`src/rtl/hfu_pkg.sv`:
```
// Shared types and helpers for the hazard/forwarding unit.
package hfu_pkg;

  localparam int HFU_AW_MAX = 8;
  localparam int FWD_RF     = 0;

  typedef struct packed {
    logic                  valid;
    logic                  we;
    logic                  load;
    logic [HFU_AW_MAX-1:0] addr;
  } hist_entry_t;

  function automatic int sel_width(input int depth);
    return (depth < 1) ? 1 : $clog2(depth + 1);
  endfunction

endpackage

```
`src/rtl/hfu_if.sv`:
```
// Decode-side bundle for hazard_forward_unit: instruction fields in, forwarding/stall out.
interface hfu_if #(
  parameter int REG_AW = 5,
  parameter int DEPTH  = 3,
  parameter int NSRC   = 2
) ();
  import hfu_pkg::*;

  localparam int SELW = sel_width(DEPTH);

  logic                   ins_valid;
  logic [NSRC*REG_AW-1:0] src_addr;
  logic [NSRC-1:0]        src_used;
  logic [REG_AW-1:0]      dst_addr;
  logic                   dst_we;
  logic                   is_load;
  logic                   flush;
  logic [NSRC*SELW-1:0]   fwd_sel;
  logic                   stall;
  logic                   issue;

  modport master (
    output ins_valid, src_addr, src_used, dst_addr, dst_we, is_load, flush,
    input  fwd_sel, stall, issue
  );

  modport slave (
    input  ins_valid, src_addr, src_used, dst_addr, dst_we, is_load, flush,
    output fwd_sel, stall, issue
  );

endinterface

```
`src/rtl/hfu_match.sv`:
```
// One source operand against the history: youngest-wins select plus stage-1 load hit.
// HFU_ZERO_REG_EN: source r0 never matches.
module hfu_match
  import hfu_pkg::*;
#(
  parameter  int REG_AW = 5,
  parameter  int DEPTH  = 3,
  localparam int SELW   = sel_width(DEPTH)
) (
  input  logic [REG_AW-1:0] src,
  input  logic              used,
  input  hist_entry_t       hist [1:DEPTH],
  output logic [SELW-1:0]   sel,
  output logic              load_hit
);

  logic src_ok;
  logic unused_old_load;

`ifdef HFU_ZERO_REG_EN
  assign src_ok = used & (src != '0);
`else
  assign src_ok = used;
`endif

  // Scan oldest to youngest so the youngest match overwrites.
  always_comb begin
    sel      = SELW'(FWD_RF);
    load_hit = 1'b0;
    for (int k = DEPTH; k >= 1; k--) begin
      if (src_ok && hist[k].valid && hist[k].we && (hist[k].addr == HFU_AW_MAX'(src))) begin
        sel = SELW'(k);
        if (k == 1) load_hit = hist[1].load;
      end
    end
  end

  always_comb begin
    unused_old_load = 1'b0;
    for (int k = 2; k <= DEPTH; k++) unused_old_load = unused_old_load ^ hist[k].load;
  end

endmodule

```
`src/rtl/hazard_forward_unit.sv`:
```
// Decode/execute data-hazard unit: destination history, forwarding selects, load-use stall.
// HFU_ZERO_REG_EN: r0 is hardwired zero (never written into history as a writer).
module hazard_forward_unit
  import hfu_pkg::*;
#(
  parameter int REG_AW = 5,
  parameter int DEPTH  = 3,
  parameter int NSRC   = 2
) (
  input logic  clk,
  input logic  reset,
  hfu_if.slave bus
);

  localparam int SELW = sel_width(DEPTH);

  if (REG_AW > HFU_AW_MAX) begin : g_aw_check
    $error("REG_AW exceeds HFU_AW_MAX");
  end

  hist_entry_t          hist [1:DEPTH];
  hist_entry_t          ins_entry;
  logic [NSRC-1:0]      load_hit;
  logic [NSRC*SELW-1:0] fwd_sel_c;
  logic                 stall_c;
  logic                 issue_c;

  for (genvar i = 0; i < NSRC; i++) begin : g_src
    hfu_match #(
      .REG_AW (REG_AW),
      .DEPTH  (DEPTH)
    ) u_match (
      .src      (bus.src_addr[i*REG_AW +: REG_AW]),
      .used     (bus.src_used[i]),
      .hist     (hist),
      .sel      (fwd_sel_c[i*SELW +: SELW]),
      .load_hit (load_hit[i])
    );
  end

  // Flush wins over stall: a squashed instruction never holds decode.
  assign stall_c     = bus.ins_valid & ~bus.flush & (|load_hit);
  assign issue_c     = bus.ins_valid & ~stall_c & ~bus.flush;
  assign bus.stall   = stall_c;
  assign bus.issue   = issue_c;
  assign bus.fwd_sel = fwd_sel_c;

  always_comb begin
    ins_entry.valid = issue_c;
`ifdef HFU_ZERO_REG_EN
    ins_entry.we    = bus.dst_we & (bus.dst_addr != '0);
`else
    ins_entry.we    = bus.dst_we;
`endif
    ins_entry.load  = bus.is_load;
    ins_entry.addr  = HFU_AW_MAX'(bus.dst_addr);
  end

  // History shift: addresses are qualified by valid, so only control bits see reset.
  always_ff @(posedge clk) begin
    hist[1].addr <= ins_entry.addr;
    for (int k = 2; k <= DEPTH; k++) hist[k].addr <= hist[k-1].addr;
    if (!reset) begin
      for (int k = 1; k <= DEPTH; k++) begin
        hist[k].valid <= 1'b0;
        hist[k].we    <= 1'b0;
        hist[k].load  <= 1'b0;
      end
    end else begin
      hist[1].valid <= ins_entry.valid;
      hist[1].we    <= ins_entry.we;
      hist[1].load  <= ins_entry.load;
      for (int k = 2; k <= DEPTH; k++) begin
        hist[k].valid <= hist[k-1].valid;
        hist[k].we    <= hist[k-1].we;
        hist[k].load  <= hist[k-1].load;
      end
    end
  end

endmodule

```
`src/flat_wrapper.sv`:
```
// flat-port wrapper written by rule: the top's interface ports become plain ports
module hazard_forward_unit_flat import hfu_pkg::*;
#(
  parameter int REG_AW = 5,
  parameter int DEPTH  = 3,
  parameter int NSRC   = 2
)
  (clk, reset, bus_ins_valid, bus_src_addr, bus_src_used, bus_dst_addr, bus_dst_we, bus_is_load, bus_flush, bus_fwd_sel, bus_stall, bus_issue);
  hfu_if #(.REG_AW(REG_AW), .DEPTH(DEPTH), .NSRC(NSRC)) bus_i ();
  input logic clk;
  input logic reset;
  input wire logic [$bits(bus_i.ins_valid)-1:0] bus_ins_valid;
  input wire logic [$bits(bus_i.src_addr)-1:0] bus_src_addr;
  input wire logic [$bits(bus_i.src_used)-1:0] bus_src_used;
  input wire logic [$bits(bus_i.dst_addr)-1:0] bus_dst_addr;
  input wire logic [$bits(bus_i.dst_we)-1:0] bus_dst_we;
  input wire logic [$bits(bus_i.is_load)-1:0] bus_is_load;
  input wire logic [$bits(bus_i.flush)-1:0] bus_flush;
  output wire logic [$bits(bus_i.fwd_sel)-1:0] bus_fwd_sel;
  output wire logic [$bits(bus_i.stall)-1:0] bus_stall;
  output wire logic [$bits(bus_i.issue)-1:0] bus_issue;
  assign bus_i.ins_valid = bus_ins_valid;
  assign bus_i.src_addr = bus_src_addr;
  assign bus_i.src_used = bus_src_used;
  assign bus_i.dst_addr = bus_dst_addr;
  assign bus_i.dst_we = bus_dst_we;
  assign bus_i.is_load = bus_is_load;
  assign bus_i.flush = bus_flush;
  assign bus_fwd_sel = bus_i.fwd_sel;
  assign bus_stall = bus_i.stall;
  assign bus_issue = bus_i.issue;
  hazard_forward_unit #(.REG_AW(REG_AW), .DEPTH(DEPTH), .NSRC(NSRC)) u_core (.clk(clk), .reset(reset), .bus(bus_i));
endmodule
```
`config.mk`:
```
export PLATFORM = sky130hd
export DESIGN_NAME = hazard_forward_unit_flat
export DESIGN_NICKNAME = d
export VERILOG_FILES = /design/src/rtl/hfu_pkg.sv /design/src/rtl/hfu_if.sv /design/src/rtl/hfu_match.sv /design/src/rtl/hazard_forward_unit.sv /design/src/flat_wrapper.sv
export SDC_FILE = /design/constraint.sdc
export NUM_CORES = 1
export LEC_CHECK = 0
export ABC_AREA = 1
export CORE_ASPECT_RATIO = 0.75
export CORE_UTILIZATION = 45
export DETAILED_ROUTE_END_ITERATION = 16
export GPL_TIMING_DRIVEN = 1
export PLACE_DENSITY = 0.84
export SLEW_MARGIN = 30
export SYNTH_ARGS = -nofsm -noshare
export SYNTH_HDL_FRONTEND = slang
export SYNTH_SLANG_ARGS = --single-unit
export TNS_END_PERCENT = 10
```
`constraint.sdc`:
```
create_clock -name clk -period 1.3 [get_ports clk]
set_input_delay 0.325 -clock clk [delete_from_list [all_inputs] [get_ports clk]]
set_output_delay 0.325 -clock clk [all_outputs]
set_load 0.1 [all_outputs]
```
==> reports/metrics.cfg <==
[timing]
worst_slew_pin_slew_ns=0.271
timing.fmax_mhz=518
final-hold-violation-count=0
totalNegativeSetupSlack_ns=-3.80
skew_ns=0.00756
timing.slew.headroom=0.819
post-route-period-util=1.49
finalMaxSlewViolations=0
finalSetupViolations=7
fin_crit_ns=1.93
rsz_0062_raised_after_global_routing=true
worst_slack_ns=-0.631

[setup_path]
timing.critical_path.from_type=register
critical_path_peak_fanout=4
category_of_the_critical_setup_timing_path=register to output pin
arrival_ns=1.61
required_ns=0.98
critical_path.endpoint_type=output pin
reg2reg_setup_slack_ns=-0.13

[finish]
layout.nets=240
most-common-layout-cells=sky130_fd_sc_hd__nand2_1 (49), sky130_fd_sc_hd__inv_1 (21), sky130_fd_sc_hd__nor2_1 (15)
insertedDiodeCount=0
multi_input_comb_area_sq_um=656
layout.area.seq_sq_um=453
area_delta_synth_final_pct=60.3
proportion_of_layout_cells_with_a_drive_suffix_above_1=0.338
finalCoreUtilization=0.762
reg.largest.list=u_core.hist (22)
fill_cells=168
largest_register=u_core.hist
final_cell_area_sq_um=1760
layout.cells.most_common=sky130_fd_sc_hd__nand2_1
largest_register_ff_count=22

[synth]
synth_sequential_area_ratio=0.401
gate_count_after_technology_mapping=171
synth.lib_cells_used.distinct=17
syn-cell-area_sq_um=1100
avgSynthCellArea_sq_um=6.42
number_of_register_bits_inferred_by_synthesis=22
synth.net_count=194
ys.warnings.count=0

[routing]
routed_wire_length_per_instance_um=12.8
firstDrtPassIters=4
met2_length_um=1620
ant_nets=0
maxUsedRoutingLayer=met4
drtIter0Drc=97
drt-met1-wl_um=1280
post_drt_via_cell_ratio=4.96
amount_of_wire_on_met3_after_detailed_routing_um=197
final_routed_wirelength_um=3210
drc=0
detailroute.via_count=1239

[place]
placement.cell_area_sq_um=1590
hpwlAfterDp_um=2210
gpl.final_weighted_congestion=0.817
port_buffers=28

[min_path]
worstHoldPathType=register to register

[pwr]
power_leakage_nw=0.918
power_density_nw_per_um2=893
vdd.ir_drop.worst_v=0.000443
p_total_mw=1.57

[floorplanning]
placementRows=15
initial_core_util=0.475
dieHeight_um=44.8
die-area_sq_um=2640
io_pins=29
core_region_area_sq_um=2310
chipWidth_um=59.0

[grt]
grt_antenna_before_repair=0
grt_overflow=0
track_usage=0.255
grt_pass1_wl_um=4820
grt_start_max_net_pins=14
first_global_vias=1156

[clocking]
tritoncts=done
h-tree-depth=1
clkTransAtPathRegs_ns=0.13
clk_latency_ns=0.32
numCtsBuffers=3
cts_root_buffer=sky130_fd_sc_hd__clkbuf_4
clockBufferDepth=2
hold_buffers_post_cts=0
cts.sinks=22

[flow_run]
max-cap-violations=0

[status]
violations=setup timing
status=complete, but fails checks

## worst max-delay path, cell delays in order (launching register included)
cell	delay, ns
sky130_fd_sc_hd__dfxtp_2	0.38
sky130_fd_sc_hd__inv_2	0.05
sky130_fd_sc_hd__nand2_2	0.08
sky130_fd_sc_hd__nand2_2	0.05
sky130_fd_sc_hd__nor2_1	0.12
sky130_fd_sc_hd__nand3_1	0.10
sky130_fd_sc_hd__nand2_2	0.10
sky130_fd_sc_hd__nand2_4	0.07
sky130_fd_sc_hd__nand2_4	0.07
sky130_fd_sc_hd__clkinvlp_4	0.09
sky130_fd_sc_hd__buf_12	0.17
## through the flow
stage	std cells	worst slack (ns)	hold WS, ns
global placement	242	-0.808	0.367
detailed placement	242	-0.837	0.369
CTS	249	-0.620	0.389
floorplan	171	-0.361	0.353
global route	250	-0.773	0.393
finish	250	-0.631	0.390
## area by class of cell
class,instances,share of cell area
multi-input cells,116,0.373
well taps,34,0.0242
inverters,33,0.0725
flip-flops and latches,22,0.257
clock buffers,3,0.0128
clock inverters,1,0.0171
repair buffers,41,0.243
## synth_stat cells
cell | instances | area share
sky130_fd_sc_hd__dfxtp_1 | 22 | 0.40
sky130_fd_sc_hd__a21oi_1 | 5 | 0.023
sky130_fd_sc_hd__nor2_1 | 18 | 0.062
sky130_fd_sc_hd__xor2_1 | 7 | 0.056
sky130_fd_sc_hd__nor2_2 | 2 | 0.011
sky130_fd_sc_hd__nand2b_1 | 2 | 0.011
sky130_fd_sc_hd__nand3_1 | 10 | 0.046
sky130_fd_sc_hd__nand2_1 | 60 | 0.21
sky130_fd_sc_hd__inv_2 | 7 | 0.024
sky130_fd_sc_hd__nand4_1 | 1 | 0.0057
sky130_fd_sc_hd__nor3_1 | 3 | 0.014
sky130_fd_sc_hd__a21boi_0 | 2 | 0.014
sky130_fd_sc_hd__nand3_2 | 1 | 0.0091
sky130_fd_sc_hd__nor3_2 | 1 | 0.0091
sky130_fd_sc_hd__inv_1 | 26 | 0.089
sky130_fd_sc_hd__o22ai_1 | 2 | 0.011
sky130_fd_sc_hd__o21ai_0 | 2 | 0.0091
## repair_timing
| item | 4_1_cts | 5_1_grt |
|---|---|---|
| endpoints found under the setup margin | 7 | 7 |
| buffers inserted | 3 | 1 |
| resized for setup | 38 | 13 |
| pin swaps | 17 | 9 |
| cloned | 0 | 0 |
## power by group
| part | internal [mW] | switching, mW | leakage [nW] |
|---|---|---|---|
| logic | 0.132 | 0.159 | 0.706 |
| registers | 0.711 | 0.0305 | 0.184 |
| clock network | 0.312 | 0.226 | 0.0279 |
## routing by layer
metal | up-vias | track usage
met5 | - | 0
met3 | 14 | 0.0602
li1 | 604 | -
met2 | 59 | 0.445
met1 | 562 | 0.289
met4 | 0 | 0.148
## kinds of logic (layout without fill, tap and decap cells)
group	Yosys count	count (layout)	synth area share
flip-flops	22	22	0.401
buffers and inverters	33	78	0.113
AND/OR/NAND/NOR	98	98	0.373
XOR/XNOR	7	7	0.0559
AO/OA/AOI/OAI	11	11	0.0570
## path summary, 6_finish.rpt
path,start,end,cells after the start
worst max-delay path,u_core.hist[25]$_DFF_P_,bus_issue,10
worst min-delay path,u_core.hist[22]$_DFF_P_,u_core.hist[11]$_DFF_P_,0
worst max register to register,u_core.hist[26]$_DFF_P_,u_core.hist[32]$_SDFF_PN0_,12
worst min register to register,u_core.hist[22]$_DFF_P_,u_core.hist[11]$_DFF_P_,0
No activity file was read; power rests on OpenSTA's default activity.
